`src/rtl/cache_axi_rd_arbiter_if.sv`:
```
// Bundle of the two cache read ports and the AXI read address/data channels.
// master = the arbiter, slave = the caches and AXI fabric around it.
interface cache_axi_rd_arbiter_if;
  logic        icache_rd_req;
  logic        icache_rd_type;
  logic [31:0] icache_rd_addr;
  logic        icache_rd_rdy;
  logic        icache_ret_valid;
  logic        icache_ret_last;
  logic [31:0] icache_ret_data;

  logic        dcache_rd_req;
  logic        dcache_rd_type;
  logic [31:0] dcache_rd_addr;
  logic        dcache_rd_rdy;
  logic        dcache_ret_valid;
  logic        dcache_ret_last;
  logic [31:0] dcache_ret_data;

  logic [3:0]  arid;
  logic [31:0] araddr;
  logic [7:0]  arlen;
  logic [2:0]  arsize;
  logic [1:0]  arburst;
  logic        arvalid;
  logic        arready;

  logic [3:0]  rid;
  logic [31:0] rdata;
  logic [1:0]  rresp;
  logic        rlast;
  logic        rvalid;
  logic        rready;

  modport master (
    input  icache_rd_req, icache_rd_type, icache_rd_addr,
    output icache_rd_rdy, icache_ret_valid, icache_ret_last, icache_ret_data,
    input  dcache_rd_req, dcache_rd_type, dcache_rd_addr,
    output dcache_rd_rdy, dcache_ret_valid, dcache_ret_last, dcache_ret_data,
    output arid, araddr, arlen, arsize, arburst, arvalid,
    input  arready,
    input  rid, rdata, rresp, rlast, rvalid,
    output rready
  );

  modport slave (
    output icache_rd_req, icache_rd_type, icache_rd_addr,
    input  icache_rd_rdy, icache_ret_valid, icache_ret_last, icache_ret_data,
    output dcache_rd_req, dcache_rd_type, dcache_rd_addr,
    input  dcache_rd_rdy, dcache_ret_valid, dcache_ret_last, dcache_ret_data,
    input  arid, araddr, arlen, arsize, arburst, arvalid,
    output arready,
    output rid, rdata, rresp, rlast, rvalid,
    input  rready
  );
endinterface

```
`src/rtl/cache_axi_rd_arbiter.sv`:
```
// Round-robin arbiter sharing one AXI read port between icache and dcache,
// with a single outstanding read and zero-latency pass-through of R beats.
module cache_axi_rd_arbiter #(
  parameter int unsigned LINE_BEATS = 4,
  parameter logic [3:0]  ICACHE_ID  = 4'd0,
  parameter logic [3:0]  DCACHE_ID  = 4'd1
) (
  input  logic                          clk,
  input  logic                          reset,
  cache_axi_rd_arbiter_if.master        bus
);
  typedef enum logic [1:0] {IDLE, ADDR, DATA} state_t;
  localparam logic [7:0] LINE_LEN = 8'(LINE_BEATS - 1);

  state_t      r_state;
  state_t      w_next;
  logic        r_last_grant;   // 0 = icache, 1 = dcache
  logic        r_owner;        // 0 = icache, 1 = dcache
  logic        r_type;
  logic [31:0] r_addr;
  logic [1:0]  r_cnt;

  logic        w_gnt_i;
  logic        w_gnt_d;
  logic        w_accept;
  logic        w_beat;
  logic        w_done;
  logic [7:0]  w_len;
  logic [3:0]  w_id;
  logic        w_err;
  logic        w_unused;

  // On a tie the requester that was not served last wins.
  assign w_gnt_i  = bus.icache_rd_req & (~bus.dcache_rd_req | r_last_grant);
  assign w_gnt_d  = bus.dcache_rd_req & (~bus.icache_rd_req | ~r_last_grant);
  assign w_accept = (r_state == IDLE) & (w_gnt_i | w_gnt_d);
  assign w_beat   = (r_state == DATA) & bus.rvalid;
  assign w_done   = w_beat & bus.rlast;
  assign w_len    = r_type ? LINE_LEN : 8'd0;
  assign w_id     = r_owner ? DCACHE_ID : ICACHE_ID;

  // Protocol anomalies are tolerated: the beat is forwarded and rlast still ends the burst.
  assign w_err    = w_done & ((r_cnt != w_len[1:0]) | (bus.rid != w_id));
  assign w_unused = ^{w_err, bus.rresp};

  always_ff @(posedge clk or posedge reset) begin
    if (reset) r_state <= IDLE;
    else       r_state <= w_next;
  end

  always_comb begin
    w_next = r_state;
    case (r_state)
      IDLE:    if (w_accept)    w_next = ADDR;
      ADDR:    if (bus.arready) w_next = DATA;
      DATA:    if (w_done)      w_next = IDLE;
      default: w_next = IDLE;
    endcase
  end

  always_ff @(posedge clk or posedge reset) begin
    if (reset) begin
      r_last_grant <= 1'b0;
      r_owner      <= 1'b0;
      r_type       <= 1'b0;
      r_addr       <= 32'd0;
      r_cnt        <= 2'd0;
    end else if (w_accept) begin
      r_last_grant <= w_gnt_d;
      r_owner      <= w_gnt_d;
      r_type       <= w_gnt_d ? bus.dcache_rd_type : bus.icache_rd_type;
      r_addr       <= w_gnt_d ? bus.dcache_rd_addr : bus.icache_rd_addr;
      r_cnt        <= 2'd0;
    end else if (w_beat) begin
      r_cnt        <= r_cnt + 2'd1;
    end
  end

  always_comb begin
    bus.icache_rd_rdy    = 1'b0;
    bus.dcache_rd_rdy    = 1'b0;
    bus.arvalid          = 1'b0;
    bus.arid             = 4'd0;
    bus.araddr           = 32'd0;
    bus.arlen            = 8'd0;
    bus.rready           = 1'b0;
    bus.icache_ret_valid = 1'b0;
    bus.icache_ret_last  = 1'b0;
    bus.dcache_ret_valid = 1'b0;
    bus.dcache_ret_last  = 1'b0;
    case (r_state)
      IDLE: begin
        bus.icache_rd_rdy = w_gnt_i;
        bus.dcache_rd_rdy = w_gnt_d;
      end
      ADDR: begin
        bus.arvalid = 1'b1;
        bus.arid    = w_id;
        bus.araddr  = r_type ? {r_addr[31:4], 4'b0000} : r_addr;
        bus.arlen   = w_len;
      end
      DATA: begin
        bus.rready           = 1'b1;
        bus.icache_ret_valid = bus.rvalid & ~r_owner;
        bus.icache_ret_last  = bus.rvalid & ~r_owner & bus.rlast;
        bus.dcache_ret_valid = bus.rvalid & r_owner;
        bus.dcache_ret_last  = bus.rvalid & r_owner & bus.rlast;
      end
      default: ;
    endcase
  end

  assign bus.arsize          = 3'b010;
  assign bus.arburst         = 2'b01;
  assign bus.icache_ret_data = bus.rdata;
  assign bus.dcache_ret_data = bus.rdata;
endmodule

```
`src/flat_wrapper.sv`:
```
// flat-port wrapper written by rule: the top's interface ports become plain ports
module cache_axi_rd_arbiter_flat 
#(
  parameter int unsigned LINE_BEATS = 4,
  parameter logic [3:0]  ICACHE_ID  = 4'd0,
  parameter logic [3:0]  DCACHE_ID  = 4'd1
)
  (clk, reset, bus_icache_rd_req, bus_icache_rd_type, bus_icache_rd_addr, bus_icache_rd_rdy, bus_icache_ret_valid, bus_icache_ret_last, bus_icache_ret_data, bus_dcache_rd_req, bus_dcache_rd_type, bus_dcache_rd_addr, bus_dcache_rd_rdy, bus_dcache_ret_valid, bus_dcache_ret_last, bus_dcache_ret_data, bus_arid, bus_araddr, bus_arlen, bus_arsize, bus_arburst, bus_arvalid, bus_arready, bus_rid, bus_rdata, bus_rresp, bus_rlast, bus_rvalid, bus_rready);
  cache_axi_rd_arbiter_if bus_i ();
  input  logic clk;
  input  logic reset;
  input wire logic [$bits(bus_i.icache_rd_req)-1:0] bus_icache_rd_req;
  input wire logic [$bits(bus_i.icache_rd_type)-1:0] bus_icache_rd_type;
  input wire logic [$bits(bus_i.icache_rd_addr)-1:0] bus_icache_rd_addr;
  output wire logic [$bits(bus_i.icache_rd_rdy)-1:0] bus_icache_rd_rdy;
  output wire logic [$bits(bus_i.icache_ret_valid)-1:0] bus_icache_ret_valid;
  output wire logic [$bits(bus_i.icache_ret_last)-1:0] bus_icache_ret_last;
  output wire logic [$bits(bus_i.icache_ret_data)-1:0] bus_icache_ret_data;
  input wire logic [$bits(bus_i.dcache_rd_req)-1:0] bus_dcache_rd_req;
  input wire logic [$bits(bus_i.dcache_rd_type)-1:0] bus_dcache_rd_type;
  input wire logic [$bits(bus_i.dcache_rd_addr)-1:0] bus_dcache_rd_addr;
  output wire logic [$bits(bus_i.dcache_rd_rdy)-1:0] bus_dcache_rd_rdy;
  output wire logic [$bits(bus_i.dcache_ret_valid)-1:0] bus_dcache_ret_valid;
  output wire logic [$bits(bus_i.dcache_ret_last)-1:0] bus_dcache_ret_last;
  output wire logic [$bits(bus_i.dcache_ret_data)-1:0] bus_dcache_ret_data;
  output wire logic [$bits(bus_i.arid)-1:0] bus_arid;
  output wire logic [$bits(bus_i.araddr)-1:0] bus_araddr;
  output wire logic [$bits(bus_i.arlen)-1:0] bus_arlen;
  output wire logic [$bits(bus_i.arsize)-1:0] bus_arsize;
  output wire logic [$bits(bus_i.arburst)-1:0] bus_arburst;
  output wire logic [$bits(bus_i.arvalid)-1:0] bus_arvalid;
  input wire logic [$bits(bus_i.arready)-1:0] bus_arready;
  input wire logic [$bits(bus_i.rid)-1:0] bus_rid;
  input wire logic [$bits(bus_i.rdata)-1:0] bus_rdata;
  input wire logic [$bits(bus_i.rresp)-1:0] bus_rresp;
  input wire logic [$bits(bus_i.rlast)-1:0] bus_rlast;
  input wire logic [$bits(bus_i.rvalid)-1:0] bus_rvalid;
  output wire logic [$bits(bus_i.rready)-1:0] bus_rready;
  assign bus_i.icache_rd_req = bus_icache_rd_req;
  assign bus_i.icache_rd_type = bus_icache_rd_type;
  assign bus_i.icache_rd_addr = bus_icache_rd_addr;
  assign bus_icache_rd_rdy = bus_i.icache_rd_rdy;
  assign bus_icache_ret_valid = bus_i.icache_ret_valid;
  assign bus_icache_ret_last = bus_i.icache_ret_last;
  assign bus_icache_ret_data = bus_i.icache_ret_data;
  assign bus_i.dcache_rd_req = bus_dcache_rd_req;
  assign bus_i.dcache_rd_type = bus_dcache_rd_type;
  assign bus_i.dcache_rd_addr = bus_dcache_rd_addr;
  assign bus_dcache_rd_rdy = bus_i.dcache_rd_rdy;
  assign bus_dcache_ret_valid = bus_i.dcache_ret_valid;
  assign bus_dcache_ret_last = bus_i.dcache_ret_last;
  assign bus_dcache_ret_data = bus_i.dcache_ret_data;
  assign bus_arid = bus_i.arid;
  assign bus_araddr = bus_i.araddr;
  assign bus_arlen = bus_i.arlen;
  assign bus_arsize = bus_i.arsize;
  assign bus_arburst = bus_i.arburst;
  assign bus_arvalid = bus_i.arvalid;
  assign bus_i.arready = bus_arready;
  assign bus_i.rid = bus_rid;
  assign bus_i.rdata = bus_rdata;
  assign bus_i.rresp = bus_rresp;
  assign bus_i.rlast = bus_rlast;
  assign bus_i.rvalid = bus_rvalid;
  assign bus_rready = bus_i.rready;
  cache_axi_rd_arbiter #(.LINE_BEATS(LINE_BEATS), .ICACHE_ID(ICACHE_ID), .DCACHE_ID(DCACHE_ID)) u_core (.clk(clk), .reset(reset), .bus(bus_i));
endmodule
```
`config.mk`:
```
export PLATFORM = sky130hd
export DESIGN_NAME = cache_axi_rd_arbiter_flat
export DESIGN_NICKNAME = d
export VERILOG_FILES = /design/src/rtl/cache_axi_rd_arbiter_if.sv /design/src/rtl/cache_axi_rd_arbiter.sv /design/src/flat_wrapper.sv
export SDC_FILE = /design/constraint.sdc
export NUM_CORES = 1
export LEC_CHECK = 0
export BUFFER_PORTS_ARGS = -buffer_cell sky130_fd_sc_hd__buf_2
export CAP_MARGIN = 20
export CORE_UTILIZATION = 37
export DETAILED_ROUTE_END_ITERATION = 7
export HOLD_SLACK_MARGIN = 0.15
export PLACE_DENSITY = 0.78
export REMOVE_ABC_BUFFERS = 1
export SLEW_MARGIN = 20
export SYNTH_ARGS = -nofsm -noshare
export SYNTH_HDL_FRONTEND = slang
export SYNTH_SLANG_ARGS = --single-unit
```
`constraint.sdc`:
```
create_clock -name clk -period 1.3 [get_ports clk]
set_input_delay 0.13 -clock clk [delete_from_list [all_inputs] [get_ports clk]]
set_output_delay 0.13 -clock clk [all_outputs]
set_load 0.005 [all_outputs]
```
* Yosys cells after proc, flatten, opt, wreduce, memory -nomap -nowiden
Index checks and enable logic that the tools add are counted.
** Operators by class
- Equal/unequal tests :: 5
- Bitwise operators :: 15
- Reduce and logical (&&, ||, !) cells :: 2
- Multiplexer cells :: 20
** Operator list (count)
- 2-to-1 mux 32 bit :: 2
- 2-to-1 mux 1 bit :: 10
- AND 1 bit :: 9
- 2-to-1 mux 2 bit :: 4
- 2-to-1 mux 4 bit :: 2
- 2-to-1 mux 8 bit :: 1
- one-hot mux 2 bit (3 select lines) :: 1
- != test 2 x 1 -> 1 bit (second input constant) :: 2
- NOT 1 bit :: 3
- bitwise OR 1 bit :: 3
- AND reduction 3 bit :: 1
- == test 2 x 1 -> 1 bit (second input constant) :: 1
- == test 2 bit (second input constant) :: 1
- zero test 2 bit :: 1
- != test 2 bit (second input constant) :: 1
** Word-level totals
- Register bits after elaboration :: 36
- Bits of input ports :: 111
- Output and inout bits :: 121

* Logic depth before layout (Yosys ltp)
Gate-level depths: netlist of the first run.
- Depth in word-level cells :: 7
- Gate-level depth with buffers :: 6

* Worst setup path after synthesis of the first run
Ideal clock, no wire load.
- Path kind :: flip-flop to output port
- Start point :: reg u_core.r_state[1]
- End point :: out bus_arlen[1]
- Data arrival time :: 1.206 ns
- Stages on the path, launching flop included :: 6
- Setup slack :: -0.036 ns
- Cells stage by stage :: dfrtp_1 > nand2b_1 > inv_1 > clkbuf_1 > and2_1 > buf_4
** On the way
- Cells in the longest elaborated chain, start to end :: 2
** Ends and longest elaborated chain
- start, declared :: line cache_axi_rd_arbiter.sv:15 : state_t r_state;
- start signal, assigned :: line cache_axi_rd_arbiter.sv:48 : else r_state <= w_next;
- == test 2 x 1 -> 1 bit :: line cache_axi_rd_arbiter.sv:91 : case (r_state)
- 2-to-1 mux 8 bit :: line cache_axi_rd_arbiter.sv:91
- end, declared :: line flat_wrapper.sv:28 : output wire logic [$bits(bus_i.arlen)-1:0] bus_arlen;
No other way between the ends.

* Final worst setup path of the first run
- Start point :: reg u_core.r_state[1]
- End point :: out bus_araddr[9]
** On the way
- Cells in the longest elaborated chain, start to end :: 2
** Ends and longest elaborated chain
- == test 2 x 1 -> 1 bit :: line cache_axi_rd_arbiter.sv:91
- 2-to-1 mux 32 bit :: line cache_axi_rd_arbiter.sv:91
- end, declared :: line flat_wrapper.sv:27 : output wire logic [$bits(bus_i.araddr)-1:0] bus_araddr;
No other way between the ends.

==> reports/metrics.csv, run 1 <==
stage;metric;value;unit
setup_path;cp_slowest_stage_delay;0.40;ns
finish;n_fill_cell;643;
place;gp_congestion;0.813;
route;drt-total-wl;12900;um
floorplanning;fp-row-count;32;
place;pre_cts_slack;-0.0656;ns
clock_network;insertion_delay;0.28;ns
status;violations;negative setup slack;
flow_run;cap_violations;0;
setup_path;worstPathRequired;1.17;ns
setup_path;cp_max_fo;8;
clock_network;cts_tree;built;
grt;grt_pass1_wl;18300;um
logic_synthesis;yosys_warnings;0;
status;status;complete, but fails checks;
timing;tightest_slew;0.507;ns
finish;finalCoreUtilization;58.3;%
timing;fin_ws;-0.201;ns
floorplanning;initial_core_util;38.9;%
timing;rsz0062_at_grt;true;
setup_path;cp-endpoint;bus_araddr[9];
setup_path;worstReg2RegEnd;u_core.r_addr[20]$_DFFE_PP0P_;
setup_path;r2r_cells;6;
timing;setup_violations;75;
route;remaining_drc_errors;0;
floorplanning;dieArea;0.00867;mm2
place;hpwl;8360;um
place;io_buffers;115;
clock_network;cts_sinks;36;
timing;fin_crit;1.50;ns
logic_synthesis;syn_area;0.00307;mm2
timing;fmax;0.666;GHz
finish;layout_commonest_cell;buf_2;
logic_synthesis;ys_seq_elements;36;
finish;synthToLayoutAreaGrowth;49.8;%
logic_synthesis;yosys-top-cells-area;dfrtp_1 (29%), a31oi_4 (21%), buf_4 (19%);
grt;grt_start_max_net_pins;37;
power_and_ir_drop;peakVddDrop;0.835;mV
logic_synthesis;syn_inst;326;
clock_network;numCtsBuffers;5;
setup_path;r2r-start;u_core.r_state[1]$_DFFE_PP0P_;
route;dr.pass1.iters;4;
logic_synthesis;synth.largest_area_cell;dfrtp_1;
grt;grt-ovfl-total;0;
route;drt-vias-per-instance;5.11;
setup_path;path_cells;nand2b_4 -> inv_8 -> buf_8 -> and2_4 -> buf_6;
clock_network;cts_buffer_depth;2;
floorplanning;pin_count;232;
clock_network;cts.htree.levels;2;
setup_path;worstPathArrival;1.37;ns
setup_path;slowest_stage;dfrtp_1;
route;drt_iter0_markers;111;
logic_synthesis;synth-edff-count;0;
hold_path;hold_path.class;in2reg;
finish;final_cell_mix;buf_2 (82), nand2_1 (51), dlygate4sd3_1 (49), buf_6 (43);
clock_network;cts_root_buf;clkbuf_8;
power_and_ir_drop;leakage;2.04;nW
timing;finalMaxSlewViolations;0;
timing;finalHoldViolCount;0;
finish;post_route_cells_drive_above_1_share;56.4;%
logic_synthesis;ys_types;26;
route;wl_per_cell;23.4;um
floorplanning;core_region_area;0.00789;mm2
setup_path;reg2reg_slack;-0.16;ns
logic_synthesis;ys.flop_type;dfrtp_1;
floorplanning;dieWidth;93.1;um
timing;relSlewSlack;66.2;%
power_and_ir_drop;power.density;2180;mW/mm2
timing;clock_skew;0.00530;ns
finish;diodes;0;
clock_network;clk_pin_slew;0.08;ns
floorplanning;die_h;93.1;um
logic_synthesis;synth.avg_cell_area;9.42;um2
logic_synthesis;yosysTopAreaCellShare;29.3;%
grt;grt_pass1_vias;2958;
setup_path;cp-start-kind;flip-flop;
logic_synthesis;synth-async-reset-ratio;100;%
finish;fin_nets;560;
timing;timing.final.crit_share;115;%
setup_path;critPathLaunch;u_core.r_state[1]$_DFFE_PP0P_;
grt;antenna_found_initial;0;
grt;grt.total_usage;29.8;%
logic_synthesis;yosysSeqAreaShare;29.3;%
route;vias;2823;
route;drtAntennaViolNets;0;
setup_path;setup.worst_path.end_class;output pin;
setup_path;path_class;reg2out;
-- state kept, by name (all words and copies together) (netlist names) --
name / count
u_core.r_addr: 32
u_core.r_last_grant: 1
u_core.r_state: 2
u_core.r_type: 1
-- synthesized netlist by cell type (all sizes together) (2+ instances only) --
| master | count |
|---|---|
| a21oi | 35 |
| a31oi | 34 |
| and2 | 32 |
| and3 | 2 |
| buf | 88 |
| clkbuf | 12 |
| conb | 2 |
| dfrtp | 36 |
| inv | 3 |
| nand2 | 68 |
| nor2 | 2 |
| nor3b | 4 |
-- cell families after synthesis --
group	Yosys count	share of synthesized area (%)
AND/OR/NAND/NOR	112	17.4
buffers and inverters	103	24.5
AO/OA/AOI/OAI	73	28.5
flip-flops	36	29.3
other	2	0.245
-- how the worst min path moves through the flow --
stage | start | endpoint | cells after the start | slack, ns
2_1_floorplan | bus_icache_rd_req | u_core.r_last_grant$_DFFE_PP0P_ | 1 | 0.23
3_3_place_gp | reset | u_core.r_addr[4]$_DFFE_PP0P_ | 3 | 0.26
3_5_place_dp | bus_rdata[11] | bus_dcache_ret_data[11] | 0 | 0.26
4_1_cts | bus_icache_rd_addr[27] | u_core.r_addr[27]$_DFFE_PP0P_ | 3 | 0.15
5_1_grt | bus_dcache_rd_addr[27] | u_core.r_addr[27]$_DFFE_PP0P_ | 3 | 0.15
6_report | bus_icache_rd_addr[30] | u_core.r_addr[30]$_DFFE_PP0P_ | 3 | 0.16
-- layout make-up --
class	instances	area [um2]	share of cell area, %
timing repair buffer	204	1810	39.3
multi-input combinational	199	1650	35.9
sequential	36	903	19.6
tap	102	128	2.78
clock buffer	8	90.1	1.96
inverter	3	21.3	0.463
-- power breakdown --
group	switching [W]	total (W)	internal (W)	leakage, nW
sequential	0.000412	0.00212	0.00170	0.402
clock	0.000412	0.000845	0.000433	0.0455
combinational	0.00303	0.00706	0.00403	1.60
total	0.00385	0.0100	0.00617	2.04
-- metal layers --
metal	wire length [um]	GRT usage (%)	vias up
li1	-	-	1230
met1	4140	29.2	1328
met2	6410	50.7	229
met3	1820	18.4	34
met4	466	10.1	2
met5	73	6.41	-
-- through the flow --
stage	hold WS (ns)	TNS, ns	area [um2]	total power [W]	std cells
2_1_floorplan	0.227	-32.04	2370	0.00486	238
3_5_place_dp	0.260	-0.0768	3280	0.00665	474
5_1_grt	0.153	-15.70	4600	0.0106	552
6_report	0.157	-11.01	4600	0.0100	552
4_1_cts	0.150	-8.92	4370	0.00926	543
3_3_place_gp	0.260	-0.0517	3280	0.00651	474
-- timing repair --
item,CTS,global route
buffers inserted,10,6
endpoints found under the setup margin,43,77
gates cloned,5,2
gates resized for setup,89,36
hold buffers,46,3
pin swaps,32,10
endpoints found under the hold margin,66,3
-- critical path: cells and delay by family (launching register included) --
family	cells	cell delay [ns]
buffers and inverters	3	0.33
flip-flops	1	0.40
AND/OR/NAND/NOR	2	0.35
No activity file was read; power rests on OpenSTA's default activity.
==> run 2: changes to the inputs <==
Settings changed: SETUP_SLACK_MARGIN set to 0.2.
==> reports/metrics.csv, run 2 (same netlist as run 1, synthesis figures left out) <==
stage;metric;value;unit;change
clock_network;numCtsBuffers;5;;unchanged
finish;synthToLayoutAreaGrowth;58.6;%;was 49.8%
grt;grt-ovfl-total;0;;unchanged
place;hpwl;8360;um;unchanged
floorplanning;dieWidth;93.1;um;unchanged
hold_path;hold_path.class;in2reg;;unchanged
finish;final-seq-area;903;um2;unchanged
status;violations;negative setup slack;;unchanged
timing;finalHoldViolCount;0;;unchanged
clock_network;cts_buffer_depth;2;;unchanged
route;remaining_drc_errors;0;;unchanged
route;drt_iter0_markers;108;;was 111
timing;fin_ws;-0.196;ns;was -0.201 ns
finish;n_fill_cell;614;;was 643
setup_path;cp-start-kind;flip-flop;;unchanged
place;pre_cts_slack;-0.0656;ns;unchanged
timing;relSlewSlack;66.2;%;about the same
finish;final_cell_mix;buf_2 (86), dlygate4sd3_1 (51), nand2_1 (40), buf_6 (40);;was buf_2 (82), nand2_1 (51), dlygate4sd3_1 (49), buf_6 (43)
route;drtAntennaViolNets;0;;unchanged
timing;finalMaxSlewViolations;0;;unchanged
setup_path;path_class;reg2out;;unchanged
route;dr.pass1.iters;4;;unchanged
timing;setup_violations;76;;was 75
timing;fin_crit;1.50;ns;about the same
floorplanning;pin_count;232;;unchanged
status;status;complete, but fails checks;;unchanged
clock_network;insertion_delay;0.28;ns;about the same
route;drt-vias-per-instance;5.09;;was 5.11
setup_path;cp_max_fo;8;;unchanged
power_and_ir_drop;power.density;2170;mW/mm2;was 2180 mW/mm2
timing;fin_hold_ws;0.161;ns;was 0.157 ns
power_and_ir_drop;peakVddDrop;0.869;mV;was 0.835 mV
floorplanning;die_h;93.1;um;unchanged
finish;fin_nets;568;;was 560
timing;timing.final.crit_share;115;%;about the same
finish;diodes;0;;unchanged
finish;largest_reg_flops;32;;unchanged
grt;grt_pass1_wl;18800;um;was 18,300 um
clock_network;cts_root_buf;clkbuf_8;;unchanged
setup_path;worstPathRequired;1.17;ns;about the same
clock_network;cts_sinks;36;;unchanged
finish;post_route_cells_drive_above_1_share;58.7;%;was 56.4%
floorplanning;core_region_area;0.00789;mm2;unchanged
timing;clock_skew;0.00415;ns;was 0.00530 ns
flow_run;cap_violations;0;;unchanged
place;io_buffers;115;;unchanged
setup_path;worstPathArrival;1.37;ns;about the same
route;wl_per_cell;23.3;um;was 23.4 um
finish;regMostFlops;u_core.r_addr;;unchanged
grt;grt.total_usage;30.7;%;was 29.8%
finish;reg.largest.list;u_core.r_addr: 32 flops, u_core.r_state: 2 flops;;unchanged
grt;grt_start_max_net_pins;37;;unchanged
route;vias;2848;;was 2,823
timing;fmax;0.668;GHz;was 0.666 GHz
power_and_ir_drop;leakage;2.24;nW;was 2.04 nW
timing;fin_setup_tns;-8.81;ns;was -11.01 ns
place;gp_congestion;0.813;;unchanged
clock_network;cts_tree;built;;unchanged
timing;rsz0062_at_grt;true;;unchanged
route;drt-total-wl;13000;um;was 12,900 um
grt;grt_pass1_vias;3067;;was 2,958
grt;antenna_found_initial;0;;unchanged
clock_network;clk_pin_slew;0.07;ns;was 0.08 ns
finish;layout_commonest_cell;buf_2;;unchanged
timing;tightest_slew;0.507;ns;about the same
floorplanning;initial_core_util;38.9;%;unchanged
clock_network;cts.htree.levels;2;;unchanged
floorplanning;fp-row-count;32;;unchanged
floorplanning;dieArea;0.00867;mm2;unchanged
finish;multi_input_area;0.00179;mm2;was 0.00165 mm2
setup_path;setup.worst_path.end_class;output pin;;unchanged
[run 2: cell types whose count changed in the layout (fill, tap and decap cells not counted), sizes merged]
cell,previous run,this run
buf,153,161
clkbuf,10,8
dlygate4sd3,49,51
[run 2: area by class of cell]
type / instances / area share [%]
inverters: 3 / 0.386
flip-flops and latches: 36 / 18.6
repair buffers: 212 / 39.8
well taps: 102 / 2.62
multi-input cells: 199 / 36.8
clock buffers: 8 / 1.85
[run 2: final timing paths]
check | startpoint | endpoint | slack (ns) | cells past startpoint
setup reg to reg | u_core.r_state[1]$_DFFE_PP0P_ | u_core.r_addr[22]$_DFFE_PP0P_ | -0.11 | 6
hold reg to reg | u_core.r_addr[9]$_DFFE_PP0P_ | u_core.r_addr[9]$_DFFE_PP0P_ | 0.57 | 2
setup / recovery | u_core.r_state[1]$_DFFE_PP0P_ | bus_araddr[9] | -0.20 | 5
hold / removal | bus_icache_rd_addr[18] | u_core.r_addr[18]$_DFFE_PP0P_ | 0.16 | 3
max in group asynchronous | reset | u_core.r_state[0]$_DFFE_PP0P_ | 0.43 | 4
min in group asynchronous | reset | u_core.r_addr[4]$_DFFE_PP0P_ | 0.50 | 4
[run 2: power by group]
part,internal [W],leakage [nW],switching (W)
sequential,0.00170,0.402,0.000399
combinational,0.00443,1.79,0.00319
clock,0.000433,0.0455,0.000411
[run 2: routing by layer]
layer | global-route usage [%] | up-vias | share of wire [%]
met2 | 54.1 | 212 | 50
met1 | 27.8 | 1353 | 32
met4 | 11.5 | 2 | 3.7
li1 | - | 1249 | -
met3 | 19.3 | 32 | 14
met5 | 6.41 | - | 0.57
[run 2: critical path, stage by stage, from the launching register on]
cell and delay (ns):
dfrtp_1 0.40, nand2b_4 0.19, inv_8 0.10, buf_8 0.14, and2_4 0.16, buf_6 0.09
[run 2: timing repair]
action / CTS / global route
buffers inserted: 16 / 3
gates resized for setup: 139 / 19
hold buffers: 50 / 1
endpoints found under the hold margin: 69 / 1
pin swaps: 69 / 6
setup endpoints to repair: 78 / 79
cloned: 8 / 0
[run 2: metrics by stage]
stage / instances / cell area, um2 / utilization, % / power (W)
6_report: 560 / 4870 / 61.7 / 0.0106
3_3_place_gp: 474 / 3280 / 41.6 / 0.00651
4_1_cts: 556 / 4760 / 60.3 / 0.0101
5_1_grt: 560 / 4870 / 61.7 / 0.0111
2_1_floorplan: 238 / 2370 / - / 0.00486
3_5_place_dp: 474 / 3280 / 41.6 / 0.00665
